File: config.mk
export PLATFORM = sky130hd
export DESIGN_NAME = key_conditioner_flat
export DESIGN_NICKNAME = d
export VERILOG_FILES = /design/src/rtl/key_if.sv /design/src/rtl/key_conditioner.sv /design/src/flat_wrapper.sv
export SDC_FILE = /design/constraint.sdc
export NUM_CORES = 1
export LEC_CHECK = 0
export CELL_PAD_IN_SITES_DETAIL_PLACEMENT = 0
export CELL_PAD_IN_SITES_GLOBAL_PLACEMENT = 2
export CORE_AREA = 2 2 71 73
export CTS_BUF_LIST = sky130_fd_sc_hd__clkbuf_2
export DETAILED_ROUTE_END_ITERATION = 6
export DIE_AREA = 0 0 73 75
export PLACE_DENSITY_LB_ADDON = 0.1
export SLEW_MARGIN = 5
export SYNTH_ARGS = -nofsm -noshare
export SYNTH_HDL_FRONTEND = slang
export SYNTH_SLANG_ARGS = --single-unit
File: constraint.sdc
create_clock -name clk_sys_i -period 3.4 [get_ports clk_sys_i]
set_input_delay 0.34 -clock clk_sys_i [delete_from_list [all_inputs] [get_ports clk_sys_i]]
set_output_delay 0.34 -clock clk_sys_i [all_outputs]
set_load 0.05 [all_outputs]
File: src/rtl/key_if.sv
// Bundles the raw key inputs and the conditioned outputs of key_conditioner.
// The master side is the conditioner and the slave side is the consumer.
interface key_if #(
    parameter int N = 4
);
    localparam int IW = (N > 1) ? $clog2(N) : 1;

    logic [N-1:0]  a;
    logic [N-1:0]  pulse;
    logic [N-1:0]  level;
    logic          key_valid;
    logic [IW-1:0] key_idx;

    modport master (
        input  a,
        output pulse,
        output level,
        output key_valid,
        output key_idx
    );

    modport slave (
        output a,
        input  pulse,
        input  level,
        input  key_valid,
        input  key_idx
    );
endinterface

File: src/rtl/key_conditioner.sv
// Per-channel synchronise, debounce and press-pulse generation for N keys.
// Defining KEY_CONDITIONER_REPEAT_EN adds auto-repeat pulses while a key is held.
//
// state | meaning
// IDLE  | debounced level is 0, waiting for an accepted rise
// HELD  | debounced level is 1, waiting for an accepted fall
module key_conditioner #(
    parameter int N             = 4,
    parameter int DB_CYCLES     = 4,
    parameter int REPEAT_DELAY  = 20,
    parameter int REPEAT_PERIOD = 8
) (
    input logic   clk_sys_i,
    input logic   rst_i,
    key_if.master kif
);
    localparam int IW = (N > 1) ? $clog2(N) : 1;
    localparam int CW = $clog2(DB_CYCLES + 1);

    typedef enum logic {IDLE = 1'b0, HELD = 1'b1} state_e;

    logic [N-1:0]  sync1_q, sync2_q;
    logic [CW-1:0] cnt_q [N];
    logic [CW-1:0] cnt_d [N];
    state_e        state_q [N];
    state_e        state_d [N];
    logic [N-1:0]  level;
    logic [N-1:0]  press;
    logic [N-1:0]  rpt_fire;
    logic [N-1:0]  pulse_d, pulse_q;
    logic [IW-1:0] key_idx;

    always_ff @(posedge clk_sys_i) begin
        if (rst_i) begin
            sync1_q <= '0;
            sync2_q <= '0;
            pulse_q <= '0;
            for (int i = 0; i < N; i++) begin
                cnt_q[i]   <= '0;
                state_q[i] <= IDLE;
            end
        end else begin
            sync1_q <= kif.a;
            sync2_q <= sync1_q;
            pulse_q <= pulse_d;
            for (int i = 0; i < N; i++) begin
                cnt_q[i]   <= cnt_d[i];
                state_q[i] <= state_d[i];
            end
        end
    end

    // The counter never holds DB_CYCLES: reaching it toggles the state and clears.
    always_comb begin
        for (int i = 0; i < N; i++) begin
            level[i]   = (state_q[i] == HELD);
            cnt_d[i]   = '0;
            state_d[i] = state_q[i];
            if (sync2_q[i] != level[i]) begin
                if (cnt_q[i] >= CW'(DB_CYCLES - 1)) begin
                    state_d[i] = (state_q[i] == IDLE) ? HELD : IDLE;
                end else begin
                    cnt_d[i] = cnt_q[i] + CW'(1);
                end
            end
        end
    end

    always_comb begin
        for (int i = 0; i < N; i++) begin
            press[i] = (state_q[i] == IDLE) && (state_d[i] == HELD);
        end
        pulse_d = press | rpt_fire;
    end

`ifdef KEY_CONDITIONER_REPEAT_EN
    localparam int RMAX = (REPEAT_DELAY > REPEAT_PERIOD) ? REPEAT_DELAY : REPEAT_PERIOD;
    localparam int RW   = $clog2(RMAX);

    logic [RW-1:0] rpt_q [N];
    logic [RW-1:0] rpt_d [N];

    always_ff @(posedge clk_sys_i) begin
        if (rst_i) begin
            for (int i = 0; i < N; i++) rpt_q[i] <= '0;
        end else begin
            for (int i = 0; i < N; i++) rpt_q[i] <= rpt_d[i];
        end
    end

    // Down-counter only runs while staying in HELD, so a release on the due edge wins.
    always_comb begin
        for (int i = 0; i < N; i++) begin
            rpt_fire[i] = 1'b0;
            rpt_d[i]    = '0;
            if (press[i]) begin
                rpt_d[i] = RW'(REPEAT_DELAY - 1);
            end else if (state_q[i] == HELD && state_d[i] == HELD) begin
                if (rpt_q[i] == '0) begin
                    rpt_fire[i] = 1'b1;
                    rpt_d[i]    = RW'(REPEAT_PERIOD - 1);
                end else begin
                    rpt_d[i] = rpt_q[i] - RW'(1);
                end
            end
        end
    end
`else
    assign rpt_fire = '0;
`endif

    always_comb begin
        key_idx = '0;
        for (int i = N - 1; i >= 0; i--) begin
            if (pulse_q[i]) key_idx = IW'(i);
        end
    end

    assign kif.pulse     = pulse_q;
    assign kif.level     = level;
    assign kif.key_valid = |pulse_q;
    assign kif.key_idx   = key_idx;
endmodule

File: src/flat_wrapper.sv
// flat-port wrapper written by rule: the top's interface ports become plain ports
module key_conditioner_flat 
#(
    parameter int N             = 4,
    parameter int DB_CYCLES     = 4,
    parameter int REPEAT_DELAY  = 20,
    parameter int REPEAT_PERIOD = 8
)
  (clk_sys_i, rst_i, kif_a, kif_pulse, kif_level, kif_key_valid, kif_key_idx);
  key_if #(.N(N)) kif_i ();
  input logic clk_sys_i;
  input logic rst_i;
  input wire logic [$bits(kif_i.a)-1:0] kif_a;
  output wire logic [$bits(kif_i.pulse)-1:0] kif_pulse;
  output wire logic [$bits(kif_i.level)-1:0] kif_level;
  output wire logic [$bits(kif_i.key_valid)-1:0] kif_key_valid;
  output wire logic [$bits(kif_i.key_idx)-1:0] kif_key_idx;
  assign kif_i.a = kif_a;
  assign kif_pulse = kif_i.pulse;
  assign kif_level = kif_i.level;
  assign kif_key_valid = kif_i.key_valid;
  assign kif_key_idx = kif_i.key_idx;
  key_conditioner #(.N(N), .DB_CYCLES(DB_CYCLES), .REPEAT_DELAY(REPEAT_DELAY), .REPEAT_PERIOD(REPEAT_PERIOD)) u_core (.clk_sys_i(clk_sys_i), .rst_i(rst_i), .kif(kif_i));
endmodule
Yosys cells after proc, flatten, opt, wreduce, memory -nomap -nowiden
Memories as Yosys holds them, arrays and structs flattened.
Cells that the tools add are included.
{"block": "classes", "n_eq_ne": 4, "order_cmp": 4, "bitwise_logic": 12, "n_reduce_logical": 5, "add_sub_neg": 4, "muxes": 35}
{"op": "two-way mux 3 bit", "count": 12}
{"op": "two-way mux 1 bit", "count": 19}
{"op": "adder 3 x 1 -> 3 bit (second input constant)", "count": 4}
{"op": "greater-or-equal comparator 3 x 2 -> 1 bit (second input constant)", "count": 4}
{"op": "two-way mux 2 bit", "count": 4}
{"op": "bitwise OR 1 bit", "count": 8}
{"op": "logical AND 1 bit", "count": 4}
{"op": "!= test 1 bit", "count": 4}
{"op": "inverter 1 bit", "count": 4}
{"op": "OR reduction 4 bit", "count": 1}
{"block": "word_totals", "mem_count": 2, "reg_bits": 12, "elab_cells": 69, "ram_bits": 16, "input_bits": 6, "out_inout_bits": 11}
{"memory": "u_core.cnt_q", "words": 4, "word_bits": 3, "rd": 4, "rd_ports_with_merged_regs": 0, "wr": 4, "line": "key_conditioner.sv:23", "rtl": "logic [CW-1:0] cnt_q [N];"}
{"memory": "u_core.state_q", "words": 4, "word_bits": 1, "rd": 4, "rd_ports_with_merged_regs": 0, "wr": 4, "line": "key_conditioner.sv:25", "rtl": "state_e state_q [N];"}

Depth between registers and ports, before layout
Gate-level depths: netlist of the first run.
An unclocked memory read counts as a cell.
{"block": "logic_depth", "ltp_word": 5, "mapped_depth": 4, "ltp_nobuf": 4}

Least setup slack after synthesis of the first run
No wires, ideal clock.
{"block": "synth_timing", "path_kind": "register to output", "start": "register u_core.pulse_q[2] (netlist: u_core.kif.pulse[2])", "end": "output port kif_key_idx[1]", "arrival_ps": 1806, "required_ps": 3060, "slack_ps": 1254, "path_stages_with_launch": 3, "path_buffers": 0, "path_cell_list": "dfxtp_1 nor2_1 nor3_1"}
{"block": "synth_between", "elab_chain_cells": 3}
{"item": "from (decl)", "line": "key_conditioner.sv:30", "rtl": "logic [N-1:0] pulse_d, pulse_q;"}
{"item": "from (signal assigned)", "line": "key_conditioner.sv:45", "rtl": "pulse_q <= pulse_d;"}
{"item": "two-way mux 2 bit (3 in series)", "line": "key_conditioner.sv:115", "rtl": "if (pulse_q[i]) key_idx = IW'(i);"}
{"item": "to (decl)", "line": "flat_wrapper.sv:17", "rtl": "output wire logic [$bits(kif_i.key_idx)-1:0] kif_key_idx;"}
Every way passes these cells.

Worst setup path in the final report of the first run
{"block": "layout_timing", "start": "register u_core.pulse_q[2] (netlist: u_core.kif.pulse[2])", "end": "output port kif_key_idx[0]"}
Same word-level chain as after synthesis.

==> results of run 1 <==
## flip-flops by register name, indices dropped and copies added (netlist names)
signal	count
u_core.cnt_q	12
u_core.kif.pulse	4
u_core.state_q	4
u_core.sync1_q	4
u_core.sync2_q	4
## placed cells by master, fill, tap and decap left out, drive strengths merged
cell type,instances
nor3,5
clkdlybuf4s50,16
xnor2,4
nor2,2
nand2,1
inv,5
dfxtp,28
ha,8
clkbuf,3
nor4,8
mux2i,4
nor4b,4
nor2b,8
a211o,4
nand2b,9
a21oi,1
a211oi,4
## critical path: cells and delay by family (launching register included)
kind            cells  cell delay [ps]
simple gates        1              140
flops               1              380
compound gates      1              140
buf+inv             1              810
## Yosys cell counts, types with 2 or more instances
library cell  instances  area, sq um
ha_1                  8        100.1
nor2b_1               8        50.05
a211oi_1              4        30.03
xnor2_1               4        35.03
nor4b_2               4        60.06
a211o_1               4        35.03
dfxtp_1              28        560.5
nor4_1                8        50.05
inv_1                 5        18.77
nor2_1                2        7.510
nor3_1                5        25.02
mux2i_1               4        40.04
nand2b_1              9        56.30
buf_4                 5        37.54
## through the flow
stage	std cells	instance area, sq um	total power [mW]	utilization [%]
2_1_floorplan	102	1131	0.3589	-
3_3_place_gp	165	1305	0.3649	28.00
3_5_place_dp	165	1305	0.3656	28.00
4_1_cts	168	1320	0.4831	28.32
5_1_grt	168	1320	0.4994	28.32
6_report	168	1320	0.4763	28.32
## power by group through the flow
stage / Sequential (mW) / Combinational, mW / Clock, mW
final: 0.338 / 0.0208 / 0.117
after floorplan: 0.344 / 0.0153 / 0
after global placement: 0.344 / 0.0206 / 0
after CTS: 0.338 / 0.0213 / 0.123
after detailed placement: 0.344 / 0.0213 / 0
after global routing: 0.340 / 0.0229 / 0.137
## layer usage
layer | vias up | wire length, um | global-route usage (%)
met5 | - | 0 | 0
met4 | 0 | 22 | 3.704
met3 | 2 | 83 | 1.874
met2 | 14 | 740 | 11.21
met1 | 316 | 848 | 9.188
li1 | 381 | - | -
## how the worst max path moves through the flow
stage	endpoint	slack, ps	cells after the start
6_report	kif_key_idx[0]	1240	3
5_1_grt	kif_key_idx[1]	1120	3
4_1_cts	kif_key_idx[0]	1220	3
3_5_place_dp	u_core.state_q[0]$_SDFF_PP0_	1450	3
3_3_place_gp	u_core.state_q[0]$_SDFF_PP0_	1520	3
2_1_floorplan	kif_key_idx[1]	1250	2
## final cells by class
type                            count  area, sq um
Multi-Input combinational cell     62        498.0
Tap cell                           54        67.56
Timing Repair Buffer               16        160.2
Fill cell                         497         3341
Inverter                            5        18.77
Clock buffer                        3        15.01
Sequential cell                    28        560.5
## cells by family after synthesis
group / count (synthesis) / share of synthesized area (%)
XOR/XNOR: 4 / 3.097
AND/OR/NAND/NOR: 37 / 22.34
adder cells (fa/ha/maj): 8 / 8.850
flip-flops: 28 / 49.56
buffers and inverters: 12 / 6.416
multiplexers: 4 / 3.540
AO/OA/AOI/OAI: 9 / 6.194
==> metrics.md, run 1 <==
| Metric | Value |
|---|---|
| Worst Path Required | 3060 ps |
| Max_slew headroom | 34.67% |
| Hold Path Cell Cnt | 1 |
| Part of the power in the clock network | 24.6% |
| Worst hold path type | reg -> reg |
| Share of layout cells above drive strength 1 | 6.140% |
| Synth Flop Type | dfxtp_1 |
| Die footprint | 5475 sq um |
| Setup slack after layout | 1240 ps |
| Syn Nets | 116 |
| Reg power frac | 71.0% |
| Slew Viols, Final | 0 |
| Critical path's slowest cell | clkdlybuf4s50_1 |
| Critical Path AT | 1820 ps |
| Worst path cell trace | nand2b_1 > a21oi_1 > clkdlybuf4s50_1 |
| LEAKAGE | 0.5098 nW |
| CTS max path bufs | 2 |
| Reg2Reg Launch Point | u_core.cnt_q[1][0]$_SDFF_PP0_ |
| Mapped Area | 1131 sq um |
| ANT cells | 0 |
| GRT Total Usage | 7.193% |
| Reg-to-Reg End | u_core.state_q[1]$_SDFF_PP0_ |
| Num CTS Buffers | 3 |
| Die X | 73 um |
| Status | finished, final reports clean |
| Switching Fraction | 22.17% |
| Routability Congestion | 0.6491 |
| Worst setup EP type | primary output |
| # setup viols final | 0 |
| Clock Tree Root | clkbuf_2 |
| Via count | 713 |
| Yosys warning count | 0 |
| Synthesis-to-layout area growth | 16.70% |
| Standard-cell rows | 25 |
| NumNets Final | 130 |
| Crit path largest cell delay | 810 ps |
| Setup TNS | 0 ps |
| Power share of the combinational group | 4.4% |
| Final antenna-violating net count | 0 |
| RSZ-0062 raised after global routing | no |
| Hold endpoint | u_core.sync2_q[1]$_SDFF_PP0_ |
| Core area | 4661 sq um |
| CTS tree | done |
| Routed length per instance | 10.09 um |
| Post-synthesis sequential area ratio | 49.56% |
| Post-synth cell types | 18 |
| Clk_lat worst skew | 340 ps |
| Fmax | 0.4629 GHz |
| Hold WS | 463.7 ps |
| DR vias/cell | 4.244 |
| Yosys reg bits | 28 |
| Die H | 75 um |
| Initial antenna violation count | 0 |
| Detailed Place HPWL | 1.313 mm |
| Post-synth EDFFs | 0 |
| Startpoint Class | register |
| Mapped Cells | 102 |
| Min cycle time layout | 2160 ps |
| Reg2reg path depth | 4 |
| Post-CTS Setup Bufs | 0 |
| Post-Route WL | 1.695 mm |
| Worst hold path startpoint | u_core.sync1_q[1]$_SDFF_PP0_ |
| P_int | 370.7 uW |
| Vias in the first global route | 706 |
| Max IR drop VDD | 0.1416 mV |
| Pre-Repair DR Iteration Count | 4 |
| Worst Clk Skew | 1.418 ps |
| 1st-iter DRT viols | 18 |
| Syn Area/Cell | 11.09 sq um |
| PwrDens | 360.8 nW/um^2 |
| CTS Sinks | 28 |
| Post-cts sizing count | 0 |
| Final Hold Fails | 0 |
| Critical Path Start | u_core.kif.pulse[2]$_SDFF_PP0_ |
| Remaining global-route overflow | 0 |
| Hold-fix buffers, CTS | 0 |
| CTS H-Tree Depth | 1 |
| CP max FO | 3 |
| Crit Path Class | reg -> out |
| DR DRC count | 0 |
| Clock transition at the registers of the reported paths | 250 ps |
| DP Worst Slack | 1453 ps |
| # Max-Cap Violations | 0 |
| Largest net degree at the start of global routing | 29 |
| Initial Util | 24.27% |
| Final period util | 63.53% |
| R2r setup slk | 1970 ps |
| Boundary Pins | 17 |
| Sw power | 105.6 uW |
| PortBufs | 16 |
| Post-synthesis async set-or-reset flop share | 0% |
| Tightest Pin Transition | 976.9 ps |
| Global-route wire length before repair | 3.056 mm |
Power figures use the tool's default switching activity.
==> run 2: changes to the inputs <==
==> constraint.sdc (replaced) <==
create_clock -name clk_sys_i -period 2.1 [get_ports clk_sys_i]
set_input_delay 0.21 -clock clk_sys_i [delete_from_list [all_inputs] [get_ports clk_sys_i]]
set_output_delay 0.21 -clock clk_sys_i [all_outputs]
set_load 0.05 [all_outputs]
==> metrics.md, run 2 (synthesis gave the netlist of run 1 again) <==
| Metric | Value |
|---|---|
| Status | finished, final reports clean |
| Most flop-heavy register | u_core.cnt_q |
| Worst hold path type | in -> reg |
| Standard-cell rows | 25 (unchanged) |
| Tightest Pin Transition | 513.6 ps (-463.2 ps) |
| Switching Fraction | 21.52% (-0.65 points) |
| Commonest non-fill, non-tap cell in the layout | dfxtp_1 |
| Worst path cell trace | nor2_1 > nand2_1 > clkdlybuf4s50_1 |
| Vias in the first global route | 711 (+0.71%) |
| DR DRC count | 0 (unchanged) |
| # setup viols final | 0 (unchanged) |
| GRT Total Usage | 6.854% (-0.34 points) |
| Min cycle time layout | 1900 ps |
| Reg2reg path depth | 4 (unchanged) |
| Crit Path Class | reg -> out |
| Detailed Place HPWL | 1.304 mm (-0.72%) |
| Commonest non-fill, non-tap cells in the layout | dfxtp_1 (28), clkdlybuf4s50_1 (14), nand2b_1 (9) |
| Reg power frac | 71.5% (+0.5 points) |
| Num CTS Buffers | 3 (unchanged) |
| Final antenna-violating net count | 0 (unchanged) |
| Number of flip-flops in the largest register | 12 (unchanged) |
| Synthesis-to-layout area growth | 17.81% |
| Layout Cells excl Fill | 169 (+0.60%) |
| Critical path's slowest cell | clkdlybuf4s50_1 |
| 1st-iter DRT viols | 13 (-5) |
| Final period util | 90.47% |
| Worst hold path startpoint | kif_a[0] |
| Reg2Reg Launch Point | u_core.cnt_q[0][0]$_SDFF_PP0_ |
| Part of the power in the clock network | 24.0% (-0.6 points) |
| Remaining global-route overflow | 0 (unchanged) |
| Startpoint Class | register |
| Worst setup EP type | primary output |
| Placed cell count | 166 (+0.61%) |
| LEAKAGE | 0.5521 nW (+8.3%) |
| Worst Clk Skew | 1.280 ps (-0.1374 ps) |
| Max IR drop VDD | 0.1668 mV (+18%) |
| Crit path largest cell delay | 800 ps (about the same) |
| Hold Path Cell Cnt | 2 (+1) |
| Share of layout cells above drive strength 1 | 6.957% (+0.82 points) |
| Power share of the combinational group | 4.5% (about the same) |
| Die X | 73 um (unchanged) |
| # Max-Cap Violations | 0 (unchanged) |
| P_int | 601.1 uW (+62%) |
| RSZ-0062 raised after global routing | no |
| DR vias/cell | 4.272 (+0.66%) |
| Clock Tree Root | clkbuf_2 |
| NumNets Final | 131 (+0.77%) |
| Setup TNS | 0 ps (unchanged) |
| Final Hold Fails | 0 (unchanged) |
| Clk_lat worst skew | 340 ps (about the same) |
| ANT cells | 0 (unchanged) |
| PortBufs | 16 (unchanged) |
| Setup slack after layout | 200.1 ps (-1040 ps) |
| Fmax | 0.5263 GHz |
| Max_slew headroom | 65.65% (+31 points) |
| Boundary Pins | 17 (unchanged) |
| Worst Path Required | 1890 ps (-1170 ps) |
| Cell family contributing the most delay on the critical path | buffers and inverters |
| WP depth | 3 (unchanged) |
| Worst Path Buf+Inv | 1 (unchanged) |
| Critical Path AT | 1690 ps (-130 ps) |
| Routability Congestion | 0.6154 (-5.2%) |
| Initial Util | 24.27% (unchanged) |
| Critical Path Start | u_core.kif.pulse[0]$_SDFF_PP0_ |
| Slew Viols, Final | 0 (unchanged) |
| CP max FO | 4 (+1) |
| Post-Route WL | 1.672 mm (-1.4%) |
| CTS max path bufs | 2 (unchanged) |
| CTS tree | done |
| Post-CTS Setup Bufs | 0 (unchanged) |
| PwrDens | 574.8 nW/um^2 (+59%) |
| Initial antenna violation count | 0 (unchanged) |
| Global-route wire length before repair | 2.891 mm (-5.4%) |
| Routed length per instance | 9.893 um (-1.9%) |
| Via count | 722 (+1.3%) |
| Pre-Repair DR Iteration Count | 2 (-2) |
| Die footprint | 5475 sq um (unchanged) |
| Core area | 4661 sq um (unchanged) |
| DP Worst Slack | 498.6 ps (-954.6 ps) |
| Largest net degree at the start of global routing | 29 (unchanged) |
| CTS Sinks | 28 (unchanged) |
| Sw power | 164.8 uW (+56%) |
| CTS H-Tree Depth | 1 (unchanged) |
| Die H | 75 um (unchanged) |
| Clock transition at the registers of the reported paths | 240 ps (about the same) |
## run 2: cell count changes in the layout (fill, tap and decap cells not counted)
cell and delta:
dlymetal6s2s_1 +2, buf_4 +1, clkdlybuf4s50_1 -2
## run 2: worst paths after layout
| path | endpoint | slack [ps] |
|---|---|---|
| hold / removal | u_core.sync1_q[0]$_SDFF_PP0_ | 380 |
| setup / recovery | kif_key_valid | 200 |
| setup reg to reg | u_core.state_q[0]$_SDFF_PP0_ | 690 |
| hold reg to reg | u_core.sync2_q[1]$_SDFF_PP0_ | 460 |
## run 2: through the flow
stage / area, sq um / power [mW] / util (%) / hold slack, ps
after floorplan: 1131 / 0.5811 / - / 338.2
after global placement: 1313 / 0.5922 / 28.16 / 421.0
after detailed placement: 1313 / 0.5930 / 28.16 / 426.8
after CTS: 1328 / 0.7797 / 28.48 / 346.4
after global routing: 1333 / 0.8045 / 28.59 / 336.1
final: 1333 / 0.7660 / 28.59 / 379.3
## run 2: repair_timing
item | CTS | global route
endpoints found under the setup margin | 0 | 2
hold buffers | 0 | 0
resized for setup | 0 | 2
## run 2: metal layers
metal	track usage, %	part of all wire [%]	up-vias
met4	3.704	1.4	0
met1	7.623	48	323
li1	-	-	383
met5	0	0	-
met3	1.740	5.1	2
met2	12.01	45	14
## run 2: power by group through the flow
stage	logic [mW]	clock network (mW)	registers [mW]
6_report	0.0346	0.184	0.547
2_1_floorplan	0.0247	0	0.556
3_3_place_gp	0.0349	0	0.557
4_1_cts	0.0355	0.196	0.548
5_1_grt	0.0384	0.216	0.550
3_5_place_dp	0.0355	0	0.558
## run 2: final cells by class
class                   instances  area, sq um
fillers                       487         3328
clock buffers                   3        15.01
well taps                      54        67.56
flip-flops and latches         28        560.5
multi-input cells              62        498.0
inverters                       5        18.77
repair buffers                 17        172.7
## run 2: worst reg2reg max path, stage by stage, from the launching register on
cell and delay [ps]:
dfxtp_1 390, ha_1 200, ha_1 190, a211oi_1 360, mux2i_1 230
==> run 3: changes to the inputs <==
--- a/config.mk
+++ b/config.mk
@@ -5,6 +5,7 @@
 export SDC_FILE = /design/constraint.sdc
 export NUM_CORES = 1
 export LEC_CHECK = 0
+export CAP_MARGIN = 20
 export CELL_PAD_IN_SITES_DETAIL_PLACEMENT = 0
 export CELL_PAD_IN_SITES_GLOBAL_PLACEMENT = 2
 export CORE_AREA = 2 2 71 73
==> results of run 3 <==
The final DEF is identical to that of run 2; final timing and power are the same.
